--- src/rtl/input_debouncer.sv ---
// ============================================================================
//  Module   : input_debouncer
//  Brief    : Two-stage synchronizer plus four-state qualifier that turns a
//             bouncing level into a clean registered level with edge pulses.
//  Revision : 1.0
// ============================================================================
`default_nettype none

module input_debouncer #(
  parameter int STABLE_CYCLES = 4
) (
  input  logic clk,
  input  logic rst,
  input  logic D,
  output logic Q,
  output logic rise,
  output logic fall,
  output logic pending
);

  localparam int              c_CW       = $clog2(STABLE_CYCLES + 1);
  localparam logic [c_CW-1:0] c_CNT_LAST = c_CW'(STABLE_CYCLES - 1);
  localparam logic [c_CW-1:0] c_CNT_ONE  = c_CW'(1);
  localparam logic [c_CW-1:0] c_CNT_ZERO = '0;

  typedef enum logic [1:0] {
    STABLE_LO = 2'd0,
    PEND_HI   = 2'd1,
    STABLE_HI = 2'd2,
    PEND_LO   = 2'd3
  } state_t;

  state_t          r_state;
  state_t          w_state_nxt;
  logic [c_CW-1:0] r_cnt;
  logic [c_CW-1:0] w_cnt_nxt;
  logic            r_s1;
  logic            r_s2;
  logic            r_q;
  logic            r_rise;
  logic            r_fall;
  logic            w_q_nxt;
  logic            w_rise_nxt;
  logic            w_fall_nxt;

  always_ff @(posedge clk) begin
    if (rst) begin
      r_s1    <= 1'b0;
      r_s2    <= 1'b0;
      r_state <= STABLE_LO;
      r_cnt   <= c_CNT_ZERO;
      r_q     <= 1'b0;
      r_rise  <= 1'b0;
      r_fall  <= 1'b0;
    end else begin
      r_s1    <= D;
      r_s2    <= r_s1;
      r_state <= w_state_nxt;
      r_cnt   <= w_cnt_nxt;
      r_q     <= w_q_nxt;
      r_rise  <= w_rise_nxt;
      r_fall  <= w_fall_nxt;
    end
  end

  // cnt counts qualifying samples already seen; the sample that reaches
  // STABLE_CYCLES completes the change instead of incrementing.
  always_comb begin
    w_state_nxt = r_state;
    w_cnt_nxt   = r_cnt;
    w_q_nxt     = r_q;
    w_rise_nxt  = 1'b0;
    w_fall_nxt  = 1'b0;
    case (r_state)
      STABLE_LO: begin
        if (r_s2) begin
          w_state_nxt = PEND_HI;
          w_cnt_nxt   = c_CNT_ONE;
        end else begin
          w_cnt_nxt   = c_CNT_ZERO;
        end
      end
      PEND_HI: begin
        if (!r_s2) begin
          w_state_nxt = STABLE_LO;
          w_cnt_nxt   = c_CNT_ZERO;
        end else if (r_cnt == c_CNT_LAST) begin
          w_state_nxt = STABLE_HI;
          w_cnt_nxt   = c_CNT_ZERO;
          w_q_nxt     = 1'b1;
          w_rise_nxt  = 1'b1;
        end else begin
          w_cnt_nxt   = r_cnt + c_CNT_ONE;
        end
      end
      STABLE_HI: begin
        if (!r_s2) begin
          w_state_nxt = PEND_LO;
          w_cnt_nxt   = c_CNT_ONE;
        end else begin
          w_cnt_nxt   = c_CNT_ZERO;
        end
      end
      PEND_LO: begin
        if (r_s2) begin
          w_state_nxt = STABLE_HI;
          w_cnt_nxt   = c_CNT_ZERO;
        end else if (r_cnt == c_CNT_LAST) begin
          w_state_nxt = STABLE_LO;
          w_cnt_nxt   = c_CNT_ZERO;
          w_q_nxt     = 1'b0;
          w_fall_nxt  = 1'b1;
        end else begin
          w_cnt_nxt   = r_cnt + c_CNT_ONE;
        end
      end
      default: begin
        w_state_nxt = STABLE_LO;
        w_cnt_nxt   = c_CNT_ZERO;
      end
    endcase
  end

  assign Q       = r_q;
  assign rise    = r_rise;
  assign fall    = r_fall;
  assign pending = (r_state == PEND_HI) || (r_state == PEND_LO);

endmodule

`default_nettype wire

--- config.mk ---
export PLATFORM = sky130hd
export DESIGN_NAME = input_debouncer
export DESIGN_NICKNAME = d
export VERILOG_FILES = /design/src/rtl/input_debouncer.sv
export SDC_FILE = /design/constraint.sdc
export NUM_CORES = 1
export LEC_CHECK = 0
export BUFFER_PORTS_ARGS = -buffer_cell sky130_fd_sc_hd__buf_2
export CORE_AREA = 10 10 47 49
export DETAILED_ROUTE_END_ITERATION = 10
export DIE_AREA = 0 0 57 59
export GPL_ROUTABILITY_DRIVEN = 1
export PLACE_DENSITY = 0.48
export SYNTH_ARGS = -nofsm -noshare
export SYNTH_HDL_FRONTEND = slang
export SYNTH_SLANG_ARGS = --single-unit
export TNS_END_PERCENT = 1
--- constraint.sdc ---
create_clock -name clk -period 3 [get_ports clk]
set_clock_uncertainty 0.05 [all_clocks]
set_input_delay 0.3 -clock clk [delete_from_list [all_inputs] [get_ports clk]]
set_output_delay 0.3 -clock clk [all_outputs]
set_load 0.03 [all_outputs]
# Word level (Yosys, flattened, before mapping)
# Cells that the tools add are included.
# classes
addsub	1
eq_ne	12
mux	19
bitwise	3
reduce_logical	7
# ops
op	n
2-bit 2-to-1 mux	6
2-bit inequality test, second input constant	6
3-bit one-hot mux with 4 select lines	1
3-bit 2-to-1 mux	3
2-bit one-hot mux with 4 select lines	1
1-bit 2-to-1 mux	7
3-bit inequality test, second input constant	2
3-bit OR reduction	2
5-bit AND reduction	1
2-bit == test, second input constant	2
4-bit AND reduction	1
3-bit by 1-bit adder with 3-bit output, second input constant	1
3-bit by 2-bit == test with 1-bit output, second input constant	1
1-bit NOT	3
2-bit by 1-bit == test with 1-bit output, second input constant	1
2-bit zero test	1
1-bit one-hot mux with 2 select lines	1
2-bit nonzero test	1
1-bit logical OR	1
# word_totals
regBits	10

# Logic depth before layout (Yosys ltp)
# Gate-level depths: netlist of the first run.
# logic_depth
word_depth	4
mapped_depth	4
depth_no_buf	4

# Least setup slack after synthesis of the first run
# No wires, ideal clock.
# synth_timing
path_type	flip-flop to flip-flop
startpoint	register r_cnt[0]
endpoint	register r_cnt[0]
setup_ns	0.070
arrival_ns	1.004
required_time_ns	2.880
path_slack_ns	1.876
path_stages_with_launch	5
synth_period_minus_slack_ns	1.124
path_cell_list	dfxtp_1 -> ha_1 -> and3b_1 -> nor3b_2 -> a21boi_1
# synth_via
elab_chain_len	4
word_cells_on_any_way	6
cone_classes	add/sub (1); eq/ne (1); mux (4)
# synth_rtl
item	line_no	text
start, declared	35	logic [c_CW-1:0] r_cnt;
start signal, assigned	51	r_cnt <= c_CNT_ZERO;
start signal, assigned	59	r_cnt <= w_cnt_nxt;
3-bit by 1-bit adder with 3-bit output or 3-bit by 2-bit == test with 1-bit output (tied branches)	n/a	
3-bit 2-to-1 mux *	87, 108	
3-bit 2-to-1 mux, on equally long branches	105, 84	
3-bit one-hot mux with 4 select lines *	74	case (r_state)
# Mark *: on every way between the ends. The rest lies on a longest branch, timed or not.
# A chain may end at the register's enable or synchronous reset.

# Worst setup path after layout of the first run
# layout_timing
startpoint	register r_state[0]
endpoint	output pending
# layout_via
elab_chain_len	2
word_cells_on_any_way	3
cone_classes	eq/ne (2); reduce/logical (1)
# layout_rtl
item	line_no	text
start, declared	33	state_t r_state;
start signal, assigned	58	r_state <= w_state_nxt;
2-bit by 1-bit == test with 1-bit output or 2-bit == test (tied branches)	127	assign pending = (r_state == PEND_HI) || (r_state == PEND_LO);
1-bit logical OR *	127	
end, declared	18	output logic pending
# Marked as above.

==> results_dict.tcl, run 1 <==
set metrics [dict create \
    startpoint_type "flop" \
    synth-edff-count 0 \
    tritoncts "yes" \
    stdcell_count 58 \
    cts_resized 0 \
    grt_pass1_vias 288 \
    cp_top_family "flip-flops" \
    syn_to_final_growth_pct 23.3 \
    fp.dieH_um 59 \
    drt-total-wl_um 645 \
    grt_pass1_wl_mm 1.13 \
    cts.clk_slew.worst_paths_ps 70 \
    place_inst 54 \
    worstSkewPairLatency_ps 260 \
    grt_setup_unrepaired "false" \
    post_synthesis_mux_area_share 0 \
    powerDensity_nw_per_um2 636 \
    timing.final.crit_period_ps 1220 \
    ys_types 18 \
    dr.pass1.iters 3 \
    r2r-end "r_cnt[0]$_SDFF_PP0_" \
    syn_nets 37 \
    synth_seq_area_share 0.565 \
    antenna_cells 0 \
    run_status "complete, no violations" \
    timing.setup.tns_ps 0 \
    critical_path.endpoint_type "output pin" \
    synth_top_family_by_area "simple AND/OR/NAND/NOR gates" \
    hold_depth 2 \
    synth.largest_area_cell "sky130_fd_sc_hd__dfxtp_1" \
    root_buffer "sky130_fd_sc_hd__clkbuf_4" \
    synth_adder_area_share 0.0353 \
    cts_max_level 1 \
    fp.dieArea_um2 3360 \
    cts_setup_buffers 0 \
    fp.coreArea_um2 1400 \
    via_count 255 \
    timing.final.hold_violations 0 \
    netlist_instances 33 \
    fin_total_pwr_uw 278 \
    layout.nets 47 \
    io_pins 7 \
    weighted_congestion_at_the_end_of_routability_driven_global_placement 0.693 \
    globalRoute.totalOverflow 0 \
    timing.hold.worst.class "input port to flop" \
    numCtsBuffers 3 \
    cp.buffers_inverters 1 \
    timing.critical_path.required_ps 2650 \
    final-max-slew-violation-count 0 \
    num-fill-cells 153 \
    drv.max_cap_violation_count 0 \
    critical_path.cell_chain "buf_2" \
    r2r_setup_slack_ps 1780 \
    crit_path_top_delay_cell "sky130_fd_sc_hd__dfxtp_1" \
    detailedPlacementHpwl_um 489 \
    critical_path_cell_count 1 \
    clockBufferDepth 2 \
    initial_utilization 0.253 \
    static-leakage-power_nw 0.182 \
    rr_startpoint "r_cnt[0]$_SDFF_PP0_" \
    peakVddDrop_mv 0.304 \
    synth_top_cell_area_share 0.565 \
    final_util 0.312 \
    final_area_um2 437 \
    post_cts_hold_fix_bufs 0 \
    slowest_delay_ps 390 \
    detailed_place.area_um2 400 \
    die_width_um 57 \
    dominant_cells_by_area_after_synthesis "sky130_fd_sc_hd__dfxtp_1, sky130_fd_sc_hd__nor4b_1, sky130_fd_sc_hd__nand3b_1, sky130_fd_sc_hd__ha_1, sky130_fd_sc_hd__nor2b_1" \
    fp-row-count 14 \
    synth_compound_gate_area_share 0.0954 \
    synthXorXnorAreaFrac 0.0247 \
    slew_headroom 0.829 \
    critPathMaxFanout 5 \
    worst_r2r_path_depth 4 \
    fraction_of_final_layout_cells_sized_beyond_drive_strength_1 0.286 \
    setup.worst_path.class "flop to output pin" \
    clkSinkCount 10 \
    setup.worst_path.start "r_state[0]$_SDFFE_PP0P_" \
    yosys_register_bits 10 \
    syn_area_per_cell_um2 10.7 \
    arrival_time_of_the_worst_setup_path_ps 870 \
    route.detailed.wl_per_inst_um 11.1 \
    yosysWarnings 0 \
    routed_via_density 4.40 \
    setup_violations 0 \
    detail_route.iter0.violations 3 \
    remaining_antenna_violation_count 0 \
    simple_logic_cell_fraction_of_the_synthesized_area 0.258 \
    grt_use_total 0.0446 \
    async_reset_ff_frac 0 \
    drc_errors 0 \
    synth.most_common_cell "sky130_fd_sc_hd__dfxtp_1" \
    top_reg_cell_synth "sky130_fd_sc_hd__dfxtp_1" \
    io_buffer_count 6 \
    largest_net_degree_at_the_start_of_global_routing 10 \
    period_share 0.408 \
    worst_slew_pin_slew_ps 253 \
    grt_antenna_before_repair 0 \
    timing.critical_path.to "pending" \
    synth_area_um2 354 \
    fmax_ghz 0.816 \
]
-- how the worst min path moves through the flow --
stage                              startpoint                   to  slack [ps]
after floorplan                           rst                 flop         320
after global placement    r_cnt[0]$_SDFF_PP0_  r_cnt[0]$_SDFF_PP0_         370
after detailed placement  r_cnt[0]$_SDFF_PP0_  r_cnt[0]$_SDFF_PP0_         390
after CTS                                   D      r_s1$_SDFF_PP0_         230
after global routing                        D      r_s1$_SDFF_PP0_         250
final                                       D      r_s1$_SDFF_PP0_         220
-- routing by layer --
metal	global-route usage	routed length, µm	vias up
met3	0.0236	33	2
met4	0.0503	6	0
met2	0.0713	328	4
met1	0.0370	276	117
li1	-	-	132
met5	0	0	-
-- flip-flops by register name, indices dropped and copies added, names as in the netlist, named ones only --
register and cells:
r_cnt 3, Q 1, fall 1, r_s1 1
r_s2 1, r_state 1, rise 1
-- through the flow --
stage	setup slack [ps]	hold WS [ps]
after floorplan	1880	319
after global placement	1820	373
after detailed placement	1790	386
after CTS	1760	226
after global routing	1710	251
final	1780	223
-- cell type report --
class / count / area, µm² / area share
Multi-Input combinational cell: 21 / 146 / 0.335
Timing Repair Buffer: 6 / 30.0 / 0.0688
Sequential cell: 10 / 200 / 0.458
Clock buffer: 4 / 36.3 / 0.0831
Inverter: 1 / 3.75 / 0.00860
Tap cell: 16 / 20.0 / 0.0458
-- report_power, final --
part	internal (mW)	total (mW)	leakage [nW]	switching [mW]
Sequential	0.137	0.140	0.0813	0.00322
Clock	0.0737	0.119	0.0210	0.0454
Combinational	0.00703	0.0182	0.0798	0.0112
-- logic make-up after synthesis --
group                    after synthesis
AO/OA/AOI/OAI                          6
XOR/XNOR                               1
adder cells (fa/ha/maj)                1
buffers and inverters                  2
flip-flops                            10
AND/OR/NAND/NOR                       13
-- layout by cell type (no fill, tap or decap), drive strengths merged --
| master | synthesis | routed |
|---|---|---|
| o21ai | 2 | 2 |
| a21boi | 1 | 1 |
| or2 | 1 | 1 |
| buf | 0 | 6 |
| dfxtp | 10 | 10 |
| and3b | 1 | 1 |
| a21oi | 2 | 2 |
| nor3b | 2 | 2 |
| nor2 | 1 | 1 |
| o22ai | 1 | 1 |
| nand3b | 2 | 2 |
| nor2b | 2 | 2 |
| ha | 1 | 1 |
| nand2 | 2 | 2 |
| nor4b | 2 | 2 |
| inv | 1 | 1 |
| clkbuf | 1 | 4 |
| xor2 | 1 | 1 |
Note: power is estimated with default switching activity, not from simulation.
==> run 2, diff against run 1 <==
Settings changed: ABC_AREA from default to 1, PLACE_DENSITY 0.48 to 0.51.
Clock period 3 ns to 1 ns, I/O delays scaled along.
==> results_dict.tcl, run 2 <==
set metrics [dict create \
    setup.worst_path.class "flop to flop" \
    grt_antenna_before_repair 0 \
    yosys_register_bits 10 \
    fp-row-count 14 \
    fp.dieArea_um2 3360 \
    weighted_congestion_at_the_end_of_routability_driven_global_placement 0.709 \
    setup_violations 0 \
    tritoncts "yes" \
    timing.hold.worst.class "input port to flop" \
    final.setup.worst_slack_ps 46.4 \
    synth_area_um2 369 \
    startpoint_type "flop" \
    peakVddDrop_mv 0.893 \
    grt_pass1_vias 332 \
    numCtsBuffers 3 \
    worst_slew_pin_slew_ps 164 \
    antenna_cells 0 \
    globalRoute.totalOverflow 0 \
    syn_area_per_cell_um2 8.02 \
    detail_route.iter0.violations 3 \
    largest_reg_flops 3 \
    top_register "r_cnt" \
    clkSinkCount 10 \
    synth.largest_area_cell "sky130_fd_sc_hd__dfxtp_1" \
    timing.critical_path.required_ps 1110 \
    fp.coreArea_um2 1400 \
    timing.final.hold_violations 0 \
    fmax_ghz 1.05 \
    io_buffer_count 6 \
    grt_setup_unrepaired "true" \
    top_reg_cell_synth "sky130_fd_sc_hd__dfxtp_1" \
    final-max-slew-violation-count 0 \
    syn_to_final_growth_pct 38.0 \
    async_reset_ff_frac 0 \
    routed_via_density 4.11 \
    period_share 0.954 \
    worst_case_setup_slack_after_placement_ps -49.4 \
    initial_utilization 0.263 \
    grt_use_total 0.0484 \
    largest_net_degree_at_the_start_of_global_routing 7 \
    remaining_antenna_violation_count 0 \
    via_count 300 \
    dr.pass1.iters 3 \
    synth_seq_area_share 0.542 \
    dominant_cells_by_area_after_synthesis "sky130_fd_sc_hd__dfxtp_1, sky130_fd_sc_hd__nand2_1, sky130_fd_sc_hd__inv_1, sky130_fd_sc_hd__nor2_1, sky130_fd_sc_hd__ha_1" \
    critPathMaxFanout 5 \
    place_inst 68 \
    run_status "complete, no violations" \
    netlist_instances 46 \
    worstSkewPairLatency_ps 260 \
    io_pins 7 \
    synth-edff-count 0 \
    slew_headroom 0.890 \
    critical_path.endpoint_type "flop" \
    drv.max_cap_violation_count 0 \
    powerDensity_nw_per_um2 1570 \
    static-leakage-power_nw 0.242 \
    arrival_time_of_the_worst_setup_path_ps 1070 \
    detailedPlacementHpwl_um 514 \
    root_buffer "sky130_fd_sc_hd__clkbuf_4" \
    fp.dieH_um 59 \
    clockBufferDepth 2 \
    drc_errors 0 \
    cts.clk_slew.worst_paths_ps 70 \
    synth_top_cell_area_share 0.542 \
    layout.nets 62 \
    yosysWarnings 0 \
    yosys-top-cells-count "sky130_fd_sc_hd__dfxtp_1, sky130_fd_sc_hd__nand2_1, sky130_fd_sc_hd__inv_1, sky130_fd_sc_hd__nor2_1, sky130_fd_sc_hd__nand3_1" \
    fraction_of_final_layout_cells_sized_beyond_drive_strength_1 0.351 \
    syn_nets 50 \
    cts_max_level 1 \
    route.detailed.wl_per_inst_um 9.41 \
    grt_pass1_wl_mm 1.30 \
    timing.final.crit_period_ps 954 \
    drt-total-wl_um 687 \
    final_cell_mix "sky130_fd_sc_hd__inv_1, sky130_fd_sc_hd__nand2_1, sky130_fd_sc_hd__dfxtp_1" \
    die_width_um 57 \
    stdcell_count 73 \
    ys_types 14 \
]
run 2: repair_timing:
item | 4_1_cts | 5_1_grt
hold buffers | 1 | 0
setup buffers | 1 | 0
pin swaps | 2 | 1
endpoints found under the hold margin | 1 | 0
gates resized for setup | 7 | 5
setup endpoints to repair | 7 | 4
run 2: worst max-delay path, cell delays in order, from the launching register on:
cell and delay (ps):
sky130_fd_sc_hd__dfxtp_2 350, sky130_fd_sc_hd__ha_4 160, sky130_fd_sc_hd__nand3_4 110, sky130_fd_sc_hd__o21bai_2 120, sky130_fd_sc_hd__nand2_1 60
run 2: final timing paths:
| path | from | to | slack [ps] | depth (start not counted) |
|---|---|---|---|---|
| worst max-delay path | r_cnt[0]$_SDFF_PP0_ | Q$_SDFFE_PP0P_ | 50 | 4 |
| worst min-delay path | rst | r_s2$_SDFF_PP0_ | 10 | 2 |
| worst max register to register | r_cnt[0]$_SDFF_PP0_ | Q$_SDFFE_PP0P_ | 50 | 4 |
| worst min register to register | r_s1$_SDFF_PP0_ | r_s2$_SDFF_PP0_ | 350 | 2 |
run 2: cell type report:
class	instances	area (µm²)
Fill cell	145	892
Sequential cell	10	206
Multi-Input combinational cell	25	155
Timing Repair Buffer	8	53.8
Inverter	10	37.5
Clock buffer	4	36.3
Tap cell	16	20.0
run 2: metal layers:
layer	GRT usage	vias up	routed length [µm]
met5	0	-	0
met4	0.0403	0	0
met3	0.0215	0	38
met2	0.0729	6	305
met1	0.0511	134	342
li1	-	160	-
run 2: per-stage QoR:
| stage | TNS [ps] | utilization | instance area [µm²] | hold slack, ps | power (mW) |
|---|---|---|---|---|---|
| 2_1_floorplan | 0 | - | 369 | 119 | 0.429 |
| 3_3_place_gp | -59.2 | 0.302 | 423 | 250 | 0.439 |
| 3_5_place_dp | -148 | 0.302 | 423 | 265 | 0.440 |
| 4_1_cts | 0 | 0.358 | 502 | 12.5 | 0.808 |
| 5_1_grt | -0.216 | 0.363 | 509 | 17.5 | 0.821 |
| 6_report | 0 | 0.363 | 509 | 10.6 | 0.798 |
run 2: cell families after synthesis:
| family | count (synthesis) | synth area share |
|---|---|---|
| AO/OA/AOI/OAI | 2 | 0.0441 |
| adder cells (fa/ha/maj) | 1 | 0.0339 |
| buffers and inverters | 11 | 0.112 |
| flip-flops | 10 | 0.542 |
| AND/OR/NAND/NOR | 22 | 0.268 |
run 2: power by group:
group / switching (mW) / internal [mW]
Clock: 0.141 / 0.221
Combinational: 0.0155 / 0.0132
Sequential: 0.00456 / 0.402
==> run 3, diff against run 2 <==
Settings changed: CELL_PAD_IN_SITES_DETAIL_PLACEMENT from default to 2, CELL_PAD_IN_SITES_GLOBAL_PLACEMENT from default to 2, CORE_AREA 10 10 47 49 to default, CORE_MARGIN from default to 10, CORE_UTILIZATION from default to 24, DIE_AREA 0 0 57 59 to default, PLACE_DENSITY 0.51 to 0.69.
==> results_dict.tcl, run 3 (synthesis gave the netlist of run 2 again) <==
set metrics [dict create \
    grt_pass1_vias 371 \
    clkSinkCount 10 \
    setup.worst_path.class "flop to output pin" \
    setup_violations 0 \
    io_buffer_count 6 \
    timing.final.crit_period_ps 992 \
    routed_via_density 4.36 \
    fin_total_pwr_uw 718 \
    drc_errors 0 \
    worstSkewPairLatency_ps 260 \
    arrival_time_of_the_worst_setup_path_ps 840 \
    syn_to_final_growth_pct 40.0 \
    hold_depth 2 \
    worst_r2r_path_depth 4 \
    peakVddDrop_mv 0.535 \
    grt_use_total 0.0656 \
    final_util 0.351 \
    root_buffer "sky130_fd_sc_hd__clkbuf_4" \
    drt-total-wl_um 942 \
    final_area_um2 517 \
    min_delay_worst_endpoint "r_s2$_SDFF_PP0_" \
    detail_route.iter0.violations 1 \
    globalRoute.totalOverflow 0 \
    met3_wirelength_um 40 \
    via_count 327 \
    antenna_cells 0 \
    final-max-slew-violation-count 0 \
    layout.nets 65 \
    fp.dieH_um 59.2 \
    r2r-end "Q$_SDFFE_PP0P_" \
    r2r_setup_slack_ps 70 \
    cts_max_level 1 \
    num-fill-cells 186 \
    top_layer_used "met4" \
    timing.final.hold_violations 0 \
    top_register "r_cnt" \
    clockBufferDepth 2 \
    met1_length_um 397 \
    grt_pass1_wl_mm 1.66 \
    rr_startpoint "r_cnt[0]$_SDFF_PP0_" \
    run_status "complete, no violations" \
    timing.setup.tns_ps 0 \
    timing.hold.worst.start "rst" \
    holdWs_ps 18.6 \
    static-leakage-power_nw 0.252 \
    io_pins 7 \
    largest_net_degree_at_the_start_of_global_routing 7 \
    critPathMaxFanout 4 \
    die_width_um 59.2 \
    powerDensity_nw_per_um2 1390 \
    worst_slew_pin_slew_ps 165 \
    fp.coreArea_um2 1470 \
    largest_reg_flops 3 \
    fraction_of_final_layout_cells_sized_beyond_drive_strength_1 0.390 \
    slew_headroom 0.889 \
    place_inst 68 \
    critical_path.endpoint_type "output pin" \
    cts.clk_slew.worst_paths_ps 60 \
    numCtsBuffers 3 \
    dr.pass1.iters 4 \
    timing.hold.worst.class "input port to flop" \
    stdcell_count 75 \
    grt_antenna_before_repair 0 \
    final.setup.worst_slack_ps 8.12 \
    worst_case_setup_slack_after_placement_ps -64.4 \
    initial_utilization 0.251 \
    remaining_antenna_violation_count 0 \
    route.detailed.wl_per_inst_um 12.6 \
    final_cell_mix "sky130_fd_sc_hd__inv_1, sky130_fd_sc_hd__nand2_1, sky130_fd_sc_hd__nor2_1" \
    weighted_congestion_at_the_end_of_routability_driven_global_placement 0.613 \
    timing.critical_path.required_ps 850 \
    startpoint_type "flop" \
    route.met2.wl_um 479 \
    fp.dieArea_um2 3510 \
    detailedPlacementHpwl_um 658 \
    fmax_ghz 1.01 \
    fp-row-count 14 \
    detailed_place.area_um2 423 \
    drv.max_cap_violation_count 0 \
    grt_setup_unrepaired "true" \
    period_share 0.992 \
    tritoncts "yes" \
]
## run 3: where the power goes
part           switching (mW)  internal (mW)  total (mW)
Clock                   0.134          0.139       0.273
Combinational          0.0191         0.0172      0.0363
Sequential            0.00366          0.405       0.409
Total                   0.157          0.561       0.718
## run 3: critical path: stages (launching register included)
cell and delay [ps]:
sky130_fd_sc_hd__dfxtp_2 330, sky130_fd_sc_hd__buf_6 120, sky130_fd_sc_hd__buf_6 130
## run 3: worst max path at each step
stage                       startpoint  slack (ps)             end
2_1_floorplan      r_cnt[0]$_SDFF_PP0_          30  Q$_SDFFE_PP0P_
3_3_place_gp       r_cnt[0]$_SDFF_PP0_         -30  Q$_SDFFE_PP0P_
3_5_place_dp       r_cnt[0]$_SDFF_PP0_         -60  Q$_SDFFE_PP0P_
4_1_cts        r_state[0]$_SDFFE_PP0P_           3         pending
5_1_grt        r_state[0]$_SDFFE_PP0P_         -20         pending
6_report       r_state[0]$_SDFFE_PP0P_           8         pending
## run 3: layer usage
metal	vias up	GRT usage
met2	6	0.0996
met4	0	0.0492
li1	165	-
met1	151	0.0642
met3	5	0.0386
met5	-	0
## run 3: layout make-up
cell class / count / area (µm²) / area share
repair buffers: 11 / 80.1 / 0.155
flip-flops and latches: 10 / 206 / 0.400
clock buffers: 3 / 22.5 / 0.0436
well taps: 16 / 20.0 / 0.0387
inverters: 10 / 37.5 / 0.0726
multi-input cells: 25 / 150 / 0.291
## run 3: timing repair
item                                    in CTS  in global routing
hold endpoints to repair                     1                  0
endpoints found under the setup margin       7                  8
pin swaps                                    1                  1
hold buffers                                 1                  0
buffers inserted                             1                  2
resized for setup                            7                  6
